<file path="src/rtl/nrisc_trace_buffer.sv">
`default_nettype none
//------------------------------------------------------------------------------
// Module     : nrisc_trace_buffer
// Description: Captures per-cycle nRISC architectural outputs with a cycle
//              stamp into a FIFO drained over valid/ready; raises halt_req
//              after a programmed number of captured cycles.
// Revision   : 1.0 - initial release
//------------------------------------------------------------------------------
module nrisc_trace_buffer #(
    parameter int DEPTH      = 32,
    parameter int STAMP_W    = 16,
    parameter int STOP_COUNT = 30
) (
    input  logic                 clock,
    input  logic                 reset,
    input  logic                 arm,
    input  logic                 clear,
    input  logic                 core_valid,
    input  logic [7:0]           pc_in,
    input  logic [7:0]           alu_result,
    input  logic [7:0]           mem_rdata,
    input  logic [7:0]           mem_wdata,
    input  logic [9:0]           ctrl_in,
    input  logic                 rd_ready,
    output logic                 rd_valid,
    output logic [STAMP_W+41:0]  rd_data,
    output logic [5:0]           level,
    output logic                 overflow,
    output logic                 halt_req,
    output logic                 busy
);

    localparam int c_addr_w  = $clog2(DEPTH);
    localparam int c_cnt_w   = c_addr_w + 1;
    localparam int c_cap_w   = $clog2(STOP_COUNT + 2);
    localparam int c_entry_w = STAMP_W + 42;

    typedef enum logic [1:0] {
        S_IDLE    = 2'd0,
        S_ARMED   = 2'd1,
        S_CAPTURE = 2'd2,
        S_DONE    = 2'd3
    } state_t;

    state_t               r_state;
    logic [STAMP_W-1:0]   r_stamp;
    logic [c_cap_w-1:0]   r_captured;
    logic [c_addr_w-1:0]  r_wptr;
    logic [c_addr_w-1:0]  r_rptr;
    logic [c_cnt_w-1:0]   r_count;
    logic                 r_overflow;
    logic                 r_halt;
    logic [c_entry_w-1:0] r_mem [DEPTH];

    logic w_sample;
    logic w_full;
    logic w_pop;
    logic w_push;
    logic w_hit;
    logic w_stamp_en;

    assign w_sample   = ((r_state == S_ARMED) || (r_state == S_CAPTURE)) && core_valid;
    assign w_full     = (r_count == c_cnt_w'(DEPTH));
    assign w_pop      = (r_count != '0) && rd_ready;
    // A pop in the same cycle frees the slot, so a full FIFO still accepts.
    assign w_push     = w_sample && (!w_full || w_pop);
    assign w_hit      = (STOP_COUNT != 0) && w_sample &&
                        ((r_captured + 1'b1) == c_cap_w'(STOP_COUNT));
    // The stamp runs every CAPTURE cycle so idle core cycles show as gaps.
    assign w_stamp_en = (r_state == S_CAPTURE) || ((r_state == S_ARMED) && core_valid);

    always_ff @(posedge clock or negedge reset) begin
        if (!reset) begin
            r_state    <= S_IDLE;
            r_stamp    <= '0;
            r_captured <= '0;
            r_wptr     <= '0;
            r_rptr     <= '0;
            r_count    <= '0;
            r_overflow <= 1'b0;
            r_halt     <= 1'b0;
        end else if (clear) begin
            r_state    <= S_IDLE;
            r_stamp    <= '0;
            r_captured <= '0;
            r_wptr     <= '0;
            r_rptr     <= '0;
            r_count    <= '0;
            r_overflow <= 1'b0;
            r_halt     <= 1'b0;
        end else begin
            case (r_state)
                S_IDLE:            if (arm) r_state <= S_ARMED;
                S_ARMED, S_CAPTURE: begin
                    if (w_hit)         r_state <= S_DONE;
                    else if (w_sample) r_state <= S_CAPTURE;
                end
                S_DONE:            r_state <= S_DONE;
                default:           r_state <= S_IDLE;
            endcase

            if (w_stamp_en)
                r_stamp <= r_stamp + 1'b1;
            if ((STOP_COUNT != 0) && w_sample && (r_captured != c_cap_w'(STOP_COUNT)))
                r_captured <= r_captured + 1'b1;
            if (w_hit)
                r_halt <= 1'b1;
            if (w_sample && w_full && !w_pop)
                r_overflow <= 1'b1;

            if (w_push) r_wptr <= r_wptr + 1'b1;
            if (w_pop)  r_rptr <= r_rptr + 1'b1;
            case ({w_push, w_pop})
                2'b10:   r_count <= r_count + 1'b1;
                2'b01:   r_count <= r_count - 1'b1;
                default: r_count <= r_count;
            endcase
        end
    end

    // Storage carries no reset; validity is tracked solely by r_count.
    always_ff @(posedge clock) begin
        if (w_push && !clear)
            r_mem[r_wptr] <= {r_stamp, ctrl_in, pc_in, alu_result, mem_rdata, mem_wdata};
    end

    assign rd_valid = (r_count != '0);
    assign rd_data  = rd_valid ? r_mem[r_rptr] : '0;
    assign level    = 6'(r_count);
    assign overflow = r_overflow;
    assign halt_req = r_halt;
    assign busy     = (r_state == S_ARMED) || (r_state == S_CAPTURE);

endmodule
`default_nettype wire

</file>
<file path="config.mk">
export PLATFORM = sky130hd
export DESIGN_NAME = nrisc_trace_buffer
export DESIGN_NICKNAME = d
export VERILOG_FILES = /design/src/rtl/nrisc_trace_buffer.sv
export SDC_FILE = /design/constraint.sdc
export NUM_CORES = 2
export LEC_CHECK = 0
export ABC_CLOCK_PERIOD_IN_PS = 5600
export CORE_UTILIZATION = 60
export CTS_CLUSTER_DIAMETER = 80
export DETAILED_ROUTE_END_ITERATION = 16
export GPL_ROUTABILITY_DRIVEN = 0
export HOLD_SLACK_MARGIN = 0.15
export PLACE_DENSITY = 0.78
export SYNTH_ARGS = -nofsm -noshare
export SYNTH_HDL_FRONTEND = slang
export SYNTH_SLANG_ARGS = --single-unit
</file>
<file path="constraint.sdc">
create_clock -name clock -period 5.6 [get_ports clock]
set_clock_uncertainty 0.1 [all_clocks]
set_input_delay 1.12 -clock clock [delete_from_list [all_inputs] [get_ports clock]]
set_output_delay 1.12 -clock clock [all_outputs]
set_load 0.02 [all_outputs]
</file>
# After elaboration in Yosys (flattened, before gate mapping)
# Memory sizes are Yosys's and may differ from the RTL's.
# Index checks and enable logic that the tools add are counted.
[word_totals] elab_cells=73 ramBits=1856 n_memories=1 output_inout_bits=68 register_bits=41 inputBits=48
[classes] mux=22 reduce_logical=26 n_eq_ne=10 add_sub_neg=6
[memory_table] name="r_mem" depth=32 width=58 rd=1 rd_clocked_by_memory_dff=0 write_ports=1 line="53" source="logic [c_entry_w-1:0] r_mem [DEPTH];"
[op_table] op="$mux W58" count=1
[op_table] op="$mux W16" count=2
[op_table] op="$mux W5" count=6
[op_table] op="$add A16 B1 Y16 const B" count=1
[op_table] op="$add A5 B1 Y5 const B" count=3
[op_table] op="$pmux W6 S2" count=1
[op_table] op="$reduce_bool A2 Y1" count=6
[op_table] op="$logic_and A1 B1 Y1" count=9
[op_table] op="$mux W2" count=4
[op_table] op="$add A6 B1 Y6 const B" count=1
[op_table] op="$eq A2 B2 Y1 const B" count=3
[op_table] op="$eq A6 B6 Y1 const B" count=1
[op_table] op="$mux W1" count=6
[op_table] op="$mux W6" count=1
[op_table] op="$pmux W2 S3" count=1
[op_table] op="$reduce_bool A6 Y1" count=1
[op_table] op="$sub A6 B1 Y6 const B" count=1
[op_table] op="$eq A5 B5 Y1 const B" count=1
[op_table] op="$ne A5 B5 Y1 const B" count=1
[op_table] op="$eq A2 B1 Y1 const B" count=2
[op_table] op="$ne A4 B4 Y1 const B" count=1
[op_table] op="$logic_not A1 Y1" count=3
[op_table] op="$logic_or A1 B1 Y1" count=3
[op_table] op="$ne A3 B3 Y1 const B" count=1
[op_table] op="other kinds (4)" count=4

# Logic depth before layout (Yosys ltp)
[depth] ltp_word=7 depth_mapped=12 mapped_depth_nobuf=12

# Worst setup path after synthesis
# Ideal clock, no wire load.
[synth_timing] path_kind="input to register" from="in rd_ready" to="mem r_mem[30][0] in the netlist's numbering, enable pin" path_stages=5 setup_time_ps=474 t_arrival_ps=4523 slack_ps=503 cell_sequence="inv_1 -> a41oi_1 -> nor2b_1 -> nand2_1 -> nor2_1"
[synth_via] elab_chain_cells=6
[synth_lines] item="from (decl)" line="24" source="input logic rd_ready,"
[synth_lines] item="$logic_and A1 B1 Y1" line="64" source="assign w_pop = (r_count != '0) && rd_ready;"
[synth_lines] item="$logic_or A1 B1 Y1" line="66" source="assign w_push = w_sample && (!w_full || w_pop);"
[synth_lines] item="$logic_and A1 B1 Y1" line="66"
[synth_lines] item="$logic_and A1 B1 Y1" line="123" source="if (w_push && !clear)"
[synth_lines] item="$mux W1" line="123"
[synth_lines] item="$mux W1 (not written as such)" line="124" source="r_mem[r_wptr] <= {r_stamp, ctrl_in, pc_in, alu_result, mem_rdata, mem_wdata};"
[synth_lines] item="to (decl)" line="53"
# Every way passes these cells.

# Final worst setup path
[layout_timing] from="reg r_rptr[1]" to="out rd_data[42]"
[layout_via] elab_chain_cells=2
[layout_lines] item="from (decl)" line="49" source="logic [c_addr_w-1:0] r_rptr;"
[layout_lines] item="from (signal assigned)" line="112" source="if (w_pop) r_rptr <= r_rptr + 1'b1;"
[layout_lines] item="$mem_v2 Z32 W58"
[layout_lines] item="$mux W58" line="128" source="assign rd_data = rd_valid ? r_mem[r_rptr] : '0;"
[layout_lines] item="to (decl)" line="26" source="output logic [STAMP_W+41:0] rd_data,"
# Every way passes these cells.

==> impl_metrics.env <==
export IMPL_power_density_nw_per_um2=431
export IMPL_antenna_found_initial=4
export IMPL_path_cells="buf_4 -> mux4_2 -> mux2i_1 -> nor2_1 -> a21oi_1 -> o22ai_1 -> clkdlybuf4s50_1"
export IMPL_maxCapViolations=0
export IMPL_yosys_area_top_type="edfxtp_1"
export IMPL_status="complete, no violations"
export IMPL_die_h_um=352
export IMPL_crit_path_top_delay_cell="buf_4"
export IMPL_synth_nets=3369
export IMPL_p_leak_nw=25.8
export IMPL_portBuffers=115
export IMPL_start_util=0.609
export IMPL_insertion_delay_ns=0.78
export IMPL_hold_buffers=0
export IMPL_fin_cells=5310
export IMPL_max_clock_freq_mhz=192
export IMPL_cts_setup_buffers=0
export IMPL_pre_cts_ws_ns=0.808
export IMPL_drt_total_wl_um=180000
export IMPL_yosys_area_top_type_share=0.759
export IMPL_clk_path_buf_depth=3
export IMPL_grt_pass1_wl_um=257000
export IMPL_crit_type="reg -> out"
export IMPL_critPathRequiredTime_ns=4.38
export IMPL_startpoint_type="flop"
export IMPL_yosysWarnings=0
export IMPL_viasPerCell=6.94
export IMPL_nets=3611
export IMPL_cts_tree="yes"
export IMPL_avgRoutedWirePerCell_um=33.9
export IMPL_arrival_ns=4.00
export IMPL_drc=0
export IMPL_crit_path_end_kind="output pin"
export IMPL_cp_slowest_stage_delay_ns=0.64
export IMPL_ir_worst_vdd_v=0.000363
export IMPL_clock_sinks=1897
export IMPL_worst_slew_pin_slew_ns=1.23
export IMPL_setup_tns_final_ns=0
export IMPL_rsz0062_at_grt="false"
export IMPL_yosysUniqueCellTypes=48
export IMPL_hold_viol=0
export IMPL_hp_class="in -> async"
export IMPL_synth_async_reset_ratio=0.0216
export IMPL_fp_dieW_um=352
export IMPL_setup_slack_ns=0.381
export IMPL_antenna_left=0
export IMPL_grt_pass1_vias=37800
export IMPL_drive_above_1_share=0.273
export IMPL_row_count=127
export IMPL_reg2reg_slack_ns=1.50
export IMPL_cts_root_buffer="clkbuf_16"
export IMPL_drt_pass1_iterations=6
export IMPL_htree_levels=4
export IMPL_first_iter_violations=5016
export IMPL_crit_path_max_fanout=46
export IMPL_synth_area_sq_um=73400
export IMPL_synthCells=3304
export IMPL_vias=36800
export IMPL_finalCritPeriodShare=0.932
export IMPL_power_total_mw=36.0
export IMPL_core_area_sq_um=121000
export IMPL_final_core_util=0.693
export IMPL_grt_ovfl_total=0
export IMPL_place_hpwl_um=87500
export IMPL_cts_inserted_buffers=181
export IMPL_setup_viol=0
export IMPL_avgSynthCellArea_sq_um=22.2
export IMPL_fin_crit_ns=5.22
export IMPL_final_cell_mix="edfxtp_1, mux4_2, clkbuf_16"
export IMPL_max_slew_margin_rel=0.179
export IMPL_design_die_area_sq_um=124000
export IMPL_mostFrequentLayoutCell="edfxtp_1"
export IMPL_post_cts_resized=0
export IMPL_path_clk_slew_ns=0.06
export IMPL_ys_flop_type="edfxtp_1"
export IMPL_slew_violations=0
export IMPL_grt_max_degree=102
export IMPL_ys_ff_latch=1897
export IMPL_ios=116
export IMPL_grt_use_total=0.294
export IMPL_synth_edf_count=1856
export IMPL_synthTopCellsByArea="edfxtp_1, mux4_2, mux2_2"
export IMPL_ys_seq_area_frac=0.773
export IMPL_synthToLayoutAreaGrowth_pct=13.8
export IMPL_dp_cells=4975
-- power breakdown --
group          leakage (nW)  total, mW  switching (mW)  internal [mW]
Clock                  2.98       12.5            5.22           7.31
Sequential             17.5       15.9           0.189           15.7
Combinational          5.37       7.55            3.98           3.57
-- metal layers --
| layer | global-route usage | vias up | wire length, um |
|---|---|---|---|
| met2 | 0.481 | 2724 | 89800 |
| met5 | 0 | - | 28 |
| met4 | 0.127 | 6 | 8110 |
| met3 | 0.0544 | 518 | 18600 |
| li1 | - | 14300 | - |
| met1 | 0.392 | 19300 | 63300 |
-- state kept, by name, indices dropped and copies added, names as in the netlist --
register and cells:
r_captured 5, r_stamp 16, r_wptr 5, level 6
r_mem 1856, halt_req 1, r_rptr 5, r_state 2
overflow 1
-- worst paths after layout --
path                            start      endpoint  depth (start not counted)
max                         r_rptr[1]   rd_data[42]                          7
min                             reset      level[0]                          1
max reg2reg                r_state[1]  r_mem[6][40]                          9
min reg2reg                  halt_req      halt_req                          2
max in group asynchronous       reset     r_rptr[1]                          1
min in group clock           halt_req      halt_req                          2
-- worst max-delay path: cells and delay by family, from the launching register on --
kind / cells / cell delay [ns]
AO/OA/AOI/OAI: 2 / 0.67
multiplexers: 2 / 0.59
buffers and inverters: 2 / 1.23
AND/OR/NAND/NOR: 1 / 0.09
flip-flops: 1 / 0.62
-- cell families (layout without fill, tap and decap cells) --
kind of cell | count (synthesis) | after routing | share of synthesized area
AOI/OAI and AO/OA | 215 | 215 | 0.0167
muxes | 699 | 699 | 0.176
buffers and inverters | 191 | 584 | 0.0131
other | 0 | 1 | 0
and+or+nand+nor | 258 | 258 | 0.0149
xor gates and xnor gates | 27 | 27 | 0.00322
adders and majority gates | 17 | 17 | 0.00290
DFF | 1897 | 1897 | 0.773
-- through the flow --
step           area, sq um  hold WS, ns
2_1_floorplan        73400        0.417
3_3_place_gp         77400        0.409
3_5_place_dp         77400        0.420
4_1_cts              83500        0.387
5_1_grt              83500        0.447
6_report             83500        0.400
-- cells in the mapped netlist (4+ instances only) --
cell type / n
mux4_2: 464
o21ai_0: 7
xnor2_1: 11
ha_1: 17
mux2_2: 117
xor2_1: 16
o22ai_1: 58
and3_1: 4
buf_1: 40
dfrtp_1: 41
mux2i_1: 118
or3_1: 6
nand2_1: 21
buf_2: 49
clkbuf_1: 62
nand3_1: 7
nand4_1: 8
a21oi_1: 128
nor2_1: 190
edfxtp_1: 1856
buf_6: 23
inv_1: 13
nor3_1: 4
-- cell type report --
cell class | instances | area, sq um
Clock inverter | 108 | 1200
Sequential cell | 1897 | 56800
Multi-Input combinational cell | 1216 | 16000
Clock buffer | 226 | 4890
Fill cell | 6732 | 37100
Inverter | 13 | 48.8
Timing Repair Buffer | 237 | 2640
Tap cell | 1612 | 2020
Antenna cell | 1 | 2.50
No activity file was read; power rests on OpenSTA's default activity.
